[src/rtl/uart_tx_arbiter.sv]
// rtl/uart_tx_arbiter.sv - round-robin packet arbiter sharing one UART transmitter
// Locks the UART to one requester per packet and paces strobes on tx_ready handshakes.
module uart_tx_arbiter #(
  parameter int NUM_REQ       = 4,
  parameter int TIMEOUT       = 4000000,
  parameter int TIMEOUT_WIDTH = 23
) (
  input  logic                   CLK_40,
  input  logic                   reset,
  input  logic [8*NUM_REQ-1:0]   req_data,
  input  logic [NUM_REQ-1:0]     req_valid,
  input  logic [NUM_REQ-1:0]     req_last,
  output logic [NUM_REQ-1:0]     req_ready,
  output logic [7:0]             uart_tx_data,
  output logic                   uart_tx_data_strobe,
  input  logic                   uart_tx_ready,
  output logic [NUM_REQ-1:0]     grant,
  output logic                   busy,
  output logic                   timeout_event
);

  localparam int IDX_W = $clog2(NUM_REQ);

  typedef enum logic [1:0] {IDLE, WAIT_READY, WAIT_ACK} state_t;

  state_t                   state, state_n;
  logic [IDX_W-1:0]         gidx, gidx_n;
  logic [IDX_W-1:0]         rr_last, rr_last_n;
  logic [IDX_W-1:0]         cand;
  logic [TIMEOUT_WIDTH-1:0] stall_cnt, stall_cnt_n;
  logic                     last_flag, last_flag_n;
  logic [NUM_REQ-1:0]       grant_n, req_ready_n;
  logic [7:0]               tx_data_n;
  logic                     strobe_n, timeout_n, found, g_valid;

  always_comb begin
    state_n     = state;
    gidx_n      = gidx;
    rr_last_n   = rr_last;
    stall_cnt_n = stall_cnt;
    last_flag_n = last_flag;
    grant_n     = grant;
    req_ready_n = '0;
    tx_data_n   = uart_tx_data;
    strobe_n    = 1'b0;
    timeout_n   = 1'b0;
    found       = 1'b0;
    cand        = '0;
    g_valid     = req_valid[gidx];

    case (state)
      IDLE: begin
        // Search upward starting just past the last released owner.
        for (int k = 1; k <= NUM_REQ; k++) begin
          cand = IDX_W'((int'(rr_last) + k) % NUM_REQ);
          if (!found && req_valid[cand]) begin
            found  = 1'b1;
            gidx_n = cand;
          end
        end
        if (found) begin
          grant_n     = {{(NUM_REQ-1){1'b0}}, 1'b1} << gidx_n;
          stall_cnt_n = '0;
          state_n     = WAIT_READY;
        end
      end

      WAIT_READY: begin
        if (g_valid && uart_tx_ready) begin
          tx_data_n   = req_data[8*gidx +: 8];
          strobe_n    = 1'b1;
          req_ready_n = grant;
          last_flag_n = req_last[gidx];
          stall_cnt_n = '0;
          state_n     = WAIT_ACK;
        end else if (!g_valid && TIMEOUT != 0) begin
          if (stall_cnt == TIMEOUT_WIDTH'(TIMEOUT - 1)) begin
            timeout_n = 1'b1;
            rr_last_n = gidx;
            grant_n   = '0;
            state_n   = IDLE;
          end else begin
            stall_cnt_n = stall_cnt + 1'b1;
          end
        end
      end

      WAIT_ACK: begin
        // tx_ready falling is the UART's confirmation that it took the byte.
        if (!uart_tx_ready) begin
          if (last_flag) begin
            rr_last_n = gidx;
            grant_n   = '0;
            state_n   = IDLE;
          end else begin
            state_n = WAIT_READY;
          end
        end
      end

      default: state_n = IDLE;
    endcase
  end

  always_ff @(posedge CLK_40 or posedge reset) begin
    if (reset) begin
      state               <= IDLE;
      gidx                <= '0;
      rr_last             <= IDX_W'(NUM_REQ - 1);
      stall_cnt           <= '0;
      last_flag           <= 1'b0;
      grant               <= '0;
      req_ready           <= '0;
      uart_tx_data        <= '0;
      uart_tx_data_strobe <= 1'b0;
      timeout_event       <= 1'b0;
      busy                <= 1'b0;
    end else begin
      state               <= state_n;
      gidx                <= gidx_n;
      rr_last             <= rr_last_n;
      stall_cnt           <= stall_cnt_n;
      last_flag           <= last_flag_n;
      grant               <= grant_n;
      req_ready           <= req_ready_n;
      uart_tx_data        <= tx_data_n;
      uart_tx_data_strobe <= strobe_n;
      timeout_event       <= timeout_n;
      busy                <= (state_n != IDLE);
    end
  end

endmodule
[config.mk]
export PLATFORM = sky130hd
export DESIGN_NAME = uart_tx_arbiter
export DESIGN_NICKNAME = d
export VERILOG_FILES = /design/src/rtl/uart_tx_arbiter.sv
export SDC_FILE = /design/constraint.sdc
export NUM_CORES = 1
export LEC_CHECK = 0
export ABC_AREA = 1
export CAP_MARGIN = 20
export CORE_UTILIZATION = 37
export CTS_CLUSTER_SIZE = 16
export DETAILED_ROUTE_END_ITERATION = 8
export GPL_TIMING_DRIVEN = 0
export MAX_ROUTING_LAYER = met4
export PLACE_DENSITY_LB_ADDON = 0.3
export RECOVER_POWER = 25
export SYNTH_ARGS = -nofsm -noshare
export SYNTH_HDL_FRONTEND = slang
export SYNTH_SLANG_ARGS = --single-unit
[constraint.sdc]
create_clock -name CLK_40 -period 2.6 [get_ports CLK_40]
set_input_delay 0.52 -clock CLK_40 [delete_from_list [all_inputs] [get_ports CLK_40]]
set_output_delay 0.52 -clock CLK_40 [all_outputs]
set_load 0.03 [all_outputs]
== After elaboration in Yosys (flattened, before gate mapping) ==
Cells that the tools add are included.

* Add/sub/neg operators: 5
* $mul: 0
* Div/mod/pow operators: 0
* Magnitude comparators: 5
* Equality and inequality tests: 11
* Shift operators: 2
* Mux-type cells: 58
* Bitwise operators: 0
* Reductions and logical operators: 16

{| class="wikitable"
|+ Operators by type and width
! kind !! count
|-
| 23-bit 2-to-1 mux || 4
|-
| 23-bit case mux with 2 select lines || 1
|-
| 4-bit 2-to-1 mux || 8
|-
| 32-bit by 6-bit indexed part select with 8-bit output || 1
|-
| 2-bit 2-to-1 mux || 15
|-
| 23-bit by 1-bit adder with 23-bit output, second input constant || 1
|-
| 23-bit by 22-bit equality test with 1-bit output, second input constant || 1
|-
| 1-bit 2-to-1 mux || 21
|-
| 2-bit by 3-bit less-than comparator with 1-bit output, second input constant || 5
|-
| 1-bit binary-select mux with 2-bit select || 6
|-
| 2-bit inequality test, second input constant || 6
|-
| 4-bit case mux with 3 select lines || 1
|-
| 7-bit AND reduction || 1
|-
| 3-bit inequality test, second input constant || 2
|-
| 2-bit case mux with 3 select lines || 1
|-
| 6-bit AND reduction || 1
|-
| 2-bit nonzero test || 3
|-
| 2-bit by 1-bit adder with 2-bit output, second input constant || 2
|-
| 2-bit adder, second input constant || 2
|-
| 1-bit logical AND || 4
|-
| 2-bit case mux with 2 select lines || 1
|-
| 4-bit AND reduction || 1
|-
| 1-bit by 2-bit << shifter with 4-bit output, first input constant || 1
|-
| 1-bit zero test || 3
|-
| 5 further kinds || 5
|}

* Register bits after elaboration: 49
* Latch bits: 0
* Memory bits (writable): 0
* Memory bits (read-only): 0
* Input port bits: 43
* Output and inout bits: 19
* Memories kept: 0

== Longest topological paths before layout ==
* Depth after elaboration: 20
* Depth in mapped cells: 15
* Gate-level depth less buffers: 14

== Least setup slack after synthesis ==
OpenSTA, ideal clock, no wires.

* Kind: register -> register
* Start point: register stall_cnt[0]
* End point: register stall_cnt[11]
* Library setup time: 126 ps
* Data arrival time: 1637 ps
* Required time: 2474 ps
* Path slack: 837 ps
* Cell stages (with the launch flop): 12
* Buffers on the path: 1
* Cell sequence: dfrtp_1 > ha_1 > nand2_1 > nor2_4 > nand2_2 > nor2_1 > nand3_1 > nand2_1 > nand2_1 > nand3_4 > buf_6 > o21ai_0

* Cells in the longest elaborated chain, start to end: 5
* Elaborated cells on any way between the ends: 8
* Those cells by class: add/sub (1); eq/ne (2); mux (4); reduce/logical (1)

{| class="wikitable"
|+ RTL lines
! element !! line !! RTL
|-
| from (decl) || 30 || <nowiki>logic [TIMEOUT_WIDTH-1:0] stall_cnt, stall_cnt_n;</nowiki>
|-
| from (signal assigned) || 122 || <nowiki>stall_cnt <= stall_cnt_n;</nowiki>
|-
| 23-bit by 1-bit adder with 23-bit output || 83 || <nowiki>stall_cnt_n = stall_cnt + 1'b1;</nowiki>
|-
| 23-bit 2-to-1 mux || 77 || <nowiki>if (stall_cnt == TIMEOUT_WIDTH'(TIMEOUT - 1)) begin</nowiki>
|-
| 23-bit 2-to-1 mux || 76 || <nowiki>end else if (!g_valid && TIMEOUT != 0) begin</nowiki>
|-
| 23-bit 2-to-1 mux || 69 || <nowiki>if (g_valid && uart_tx_ready) begin</nowiki>
|-
| 23-bit case mux with 2 select lines || 51 || <nowiki>case (state)</nowiki>
|}

Parallel ways exist; a longest one is shown, timed or not. The select of a mux whose other input is x is not followed.
A chain may end at the register's enable or synchronous reset.

== Worst setup path in the final report ==
* Start point: input port req_valid[1]
* End point: register uart_tx_data[0]

* Cells in the longest elaborated chain, start to end: 4

{| class="wikitable"
|+ RTL lines
! element !! line !! RTL
|-
| from (decl) || 11 || <nowiki>input logic [NUM_REQ-1:0] req_valid,</nowiki>
|-
| 1-bit binary-select mux with 2-bit select || 49 || <nowiki>g_valid = req_valid[gidx];</nowiki>
|-
| 1-bit 2-to-1 mux (implied by the code) || 49 ||
|-
| 1-bit logical AND || 69 ||
|-
| 2-bit AND reduction (no line) || - ||
|-
| to (signal assigned) || 126 || <nowiki>uart_tx_data <= tx_data_n;</nowiki>
|-
| to (decl) || 14 || <nowiki>output logic [7:0] uart_tx_data,</nowiki>
|}

Every way passes these cells. The select of a mux whose other input is x is not followed.

==> metrics.cfg <==
[status]
status=finished, final reports clean

[cts]
cts_tree=built
cts_setup_buffers=0
insertion_delay_ns=0.31
numCtsBuffers=5
cts_buffer_depth=2
cts_resized=0
holdBufCountCts=0
clk_pin_slew_worst_paths_ns=0.08
cts_sinks=49
clock-root-buffer=clkbuf_8
cts.htree.levels=2

[placed_design]
dpl_cell_area_sq_um=4170
io_buffers=61
dp_hpwl_um=7190
dpl_worst_slack_ns=-0.0389
gp_congestion=0.932
placed_cells=682

[logic_synthesis]
synth-xor-area-share_pct=1.80
synth_area_leader_cell=dfrtp_1
synth_common_cells=nand2_1 (141), nor2_1 (85), inv_1 (49)
synth_compound_area_share_pct=10.2
synth_top_family_by_area=simple AND/OR/NAND/NOR gates
ys_ff_latch=49
ys_async_sr_fraction_pct=100
synth_top_area_share_pct=34.6
syn_area_per_cell_sq_um=6.64
netlist_area_sq_um=3400
synthesis.nets=560
ys_types=32
synth_edf_count=0
synth_ff_type=dfrtp_1
yosysMostFrequentCell=nand2_1
synthTopCellsByArea=dfrtp_1 (35%), nand2_1 (16%), nor2_1 (9.4%)
synth.yosys.seq_area_share_pct=36.1
yosys_warnings=0
syn_inst=512
synth-simple-area-share_pct=41.2
synth_fa_ha_area_share_pct=1.84
synthMuxAreaShare_pct=0

[global_routing]
grt_max_degree=41
grt_pass1_wl_um=14700
antenna_found_initial=0
grt.overflow.total=0
track_usage_pct=19.5
grt_pass1_vias=3190

[detailed_routing]
dr.pass1.iters=4
ant_nets=0
vias=3543
wl_per_cell_um=13.1
drt-total-wl_um=9040
drtIter0Drc=180
routed_via_density=5.13
remaining_drc_errors=0

[critical_path]
start_kind=input port
path_class=input port to flip-flop
cp.arrival_ns=2.51
cp_max_fo=10
critical_path_required_ns=2.78
worstReg2RegStart=stall_cnt[0]$_DFFE_PP0P_
startpoint=req_valid[1]
endpoint_kind=flip-flop

[layout]
stdcell_area_sq_um=4270
syn_to_final_growth_pct=25.5
fill_cells=893
drive_gt1_share_pct=6.87
finalNonFillerCells=690
final_net_count=629
post-route-util_pct=48.5
diodes=0

[power]
ir_worst_vdd_uv=541
p_leak_nw=1.92
powerDensity_nw_per_um2=1010
power_mw=4.31

[floorplan]
die-width_um=97.9
core_area_sq_um=8810
start_util_pct=38.6
die_area_sq_um=9580
num_rows=34
die_y_um=97.9
io_pins=62

[timing]
fin_skew_ns=0.0101
worst_slack_ns=0.268
slew_violations=0
hold_ws_ns=0.528
hold_violations=0
setup_viol=0
max_freq_mhz=429
tns_ns=0
worstMarginPinSlew_ns=0.981
period_needed_ns=2.33
fin_crit_sh_pct=89.7
slew_headroom_pct=34.6
rsz0062_at_grt=false

[hold_path]
worstHoldStart=grant[1]$_DFFE_PP0P_
hold_class=flip-flop to flip-flop

[flow_run]
cap_violations=0

per-layer routing:
| layer | up-vias | share of wire (%) | track usage [%] |
|---|---|---|---|
| met5 | - | 0 | - |
| li1 | 1799 | - | - |
| met4 | 0 | 1.7 | 5.48 |
| met1 | 1615 | 43 | 22.7 |
| met2 | 114 | 48 | 33.0 |
| met3 | 15 | 6.8 | 5.08 |
cell usage in the layout (no fill, tap or decap), types with 2 or more instances in the layout:
master	n
or2_2	2
clkbuf_1	10
nor2_4	2
inv_1	49
clkbuf_8	6
nor3_1	10
a21oi_1	3
clkdlybuf4s50_1	60
nand2_2	6
a31oi_1	8
o21ai_0	27
nand3_1	40
nand4_1	24
buf_4	2
dfrtp_1	47
ha_1	5
dfstp_2	2
a31o_2	2
nand3_2	2
inv_2	5
xor2_1	7
nand2_1	141
buf_6	4
o21ai_1	21
nor2_1	85
layout make-up:
class	instances	area, sq um	area share [%]
Clock inverter	1	30.0	0.704
Buffer	16	98.8	2.32
Timing Repair Buffer	62	616	14.4
Sequential cell	49	1230	28.8
Multi-Input combinational cell	393	1870	43.8
Clock buffer	7	86.3	2.02
Tap cell	108	135	3.17
Inverter	54	203	4.75
worst max-delay path: stages:
cell,delay (ns)
clkdlybuf4s50_1,0.54
nand2_1,0.07
nand3_1,0.18
nand3_2,0.21
inv_2,0.20
nand2_1,0.22
inv_2,0.21
buf_2,0.25
a31oi_1,0.11
path summary, 6_finish.rpt:
kind,to,slack (ns),cells past startpoint
max,uart_tx_data[0]$_DFFE_PP0P_,0.27,9
min,req_ready[1]$_DFF_PP0_,0.53,2
max reg2reg,stall_cnt[18]$_DFFE_PP0P_,0.39,12
min reg2reg,req_ready[1]$_DFF_PP0_,0.53,2
max in group asynchronous,stall_cnt[13]$_DFFE_PP0P_,0.74,3
min in group asynchronous,uart_tx_data[7]$_DFFE_PP0P_,0.60,2
kinds of logic (layout without fill, tap and decap cells):
family,Yosys count,after routing
XOR/XNOR,7,7
buffers and inverters,70,140
flip-flops,49,49
adder cells (fa/ha/maj),5,5
AND/OR/NAND/NOR,317,317
AO/OA/AOI/OAI,64,64
power breakdown:
group / total [mW] / switching, mW / internal, mW
Clock: 0.573 / 0.259 / 0.314
Combinational: 2.67 / 1.79 / 0.878
Sequential: 1.07 / 0.126 / 0.942
flip-flops by register name, indices dropped and copies added (netlist names):
register / count
timeout_event: 1
state: 2
stall_cnt: 23
grant: 4
uart_tx_data_strobe: 1
rr_last: 2
last_flag: 1
gidx: 2
req_ready: 4
uart_tx_data: 8
busy: 1
(Power assumes the default switching activity.)
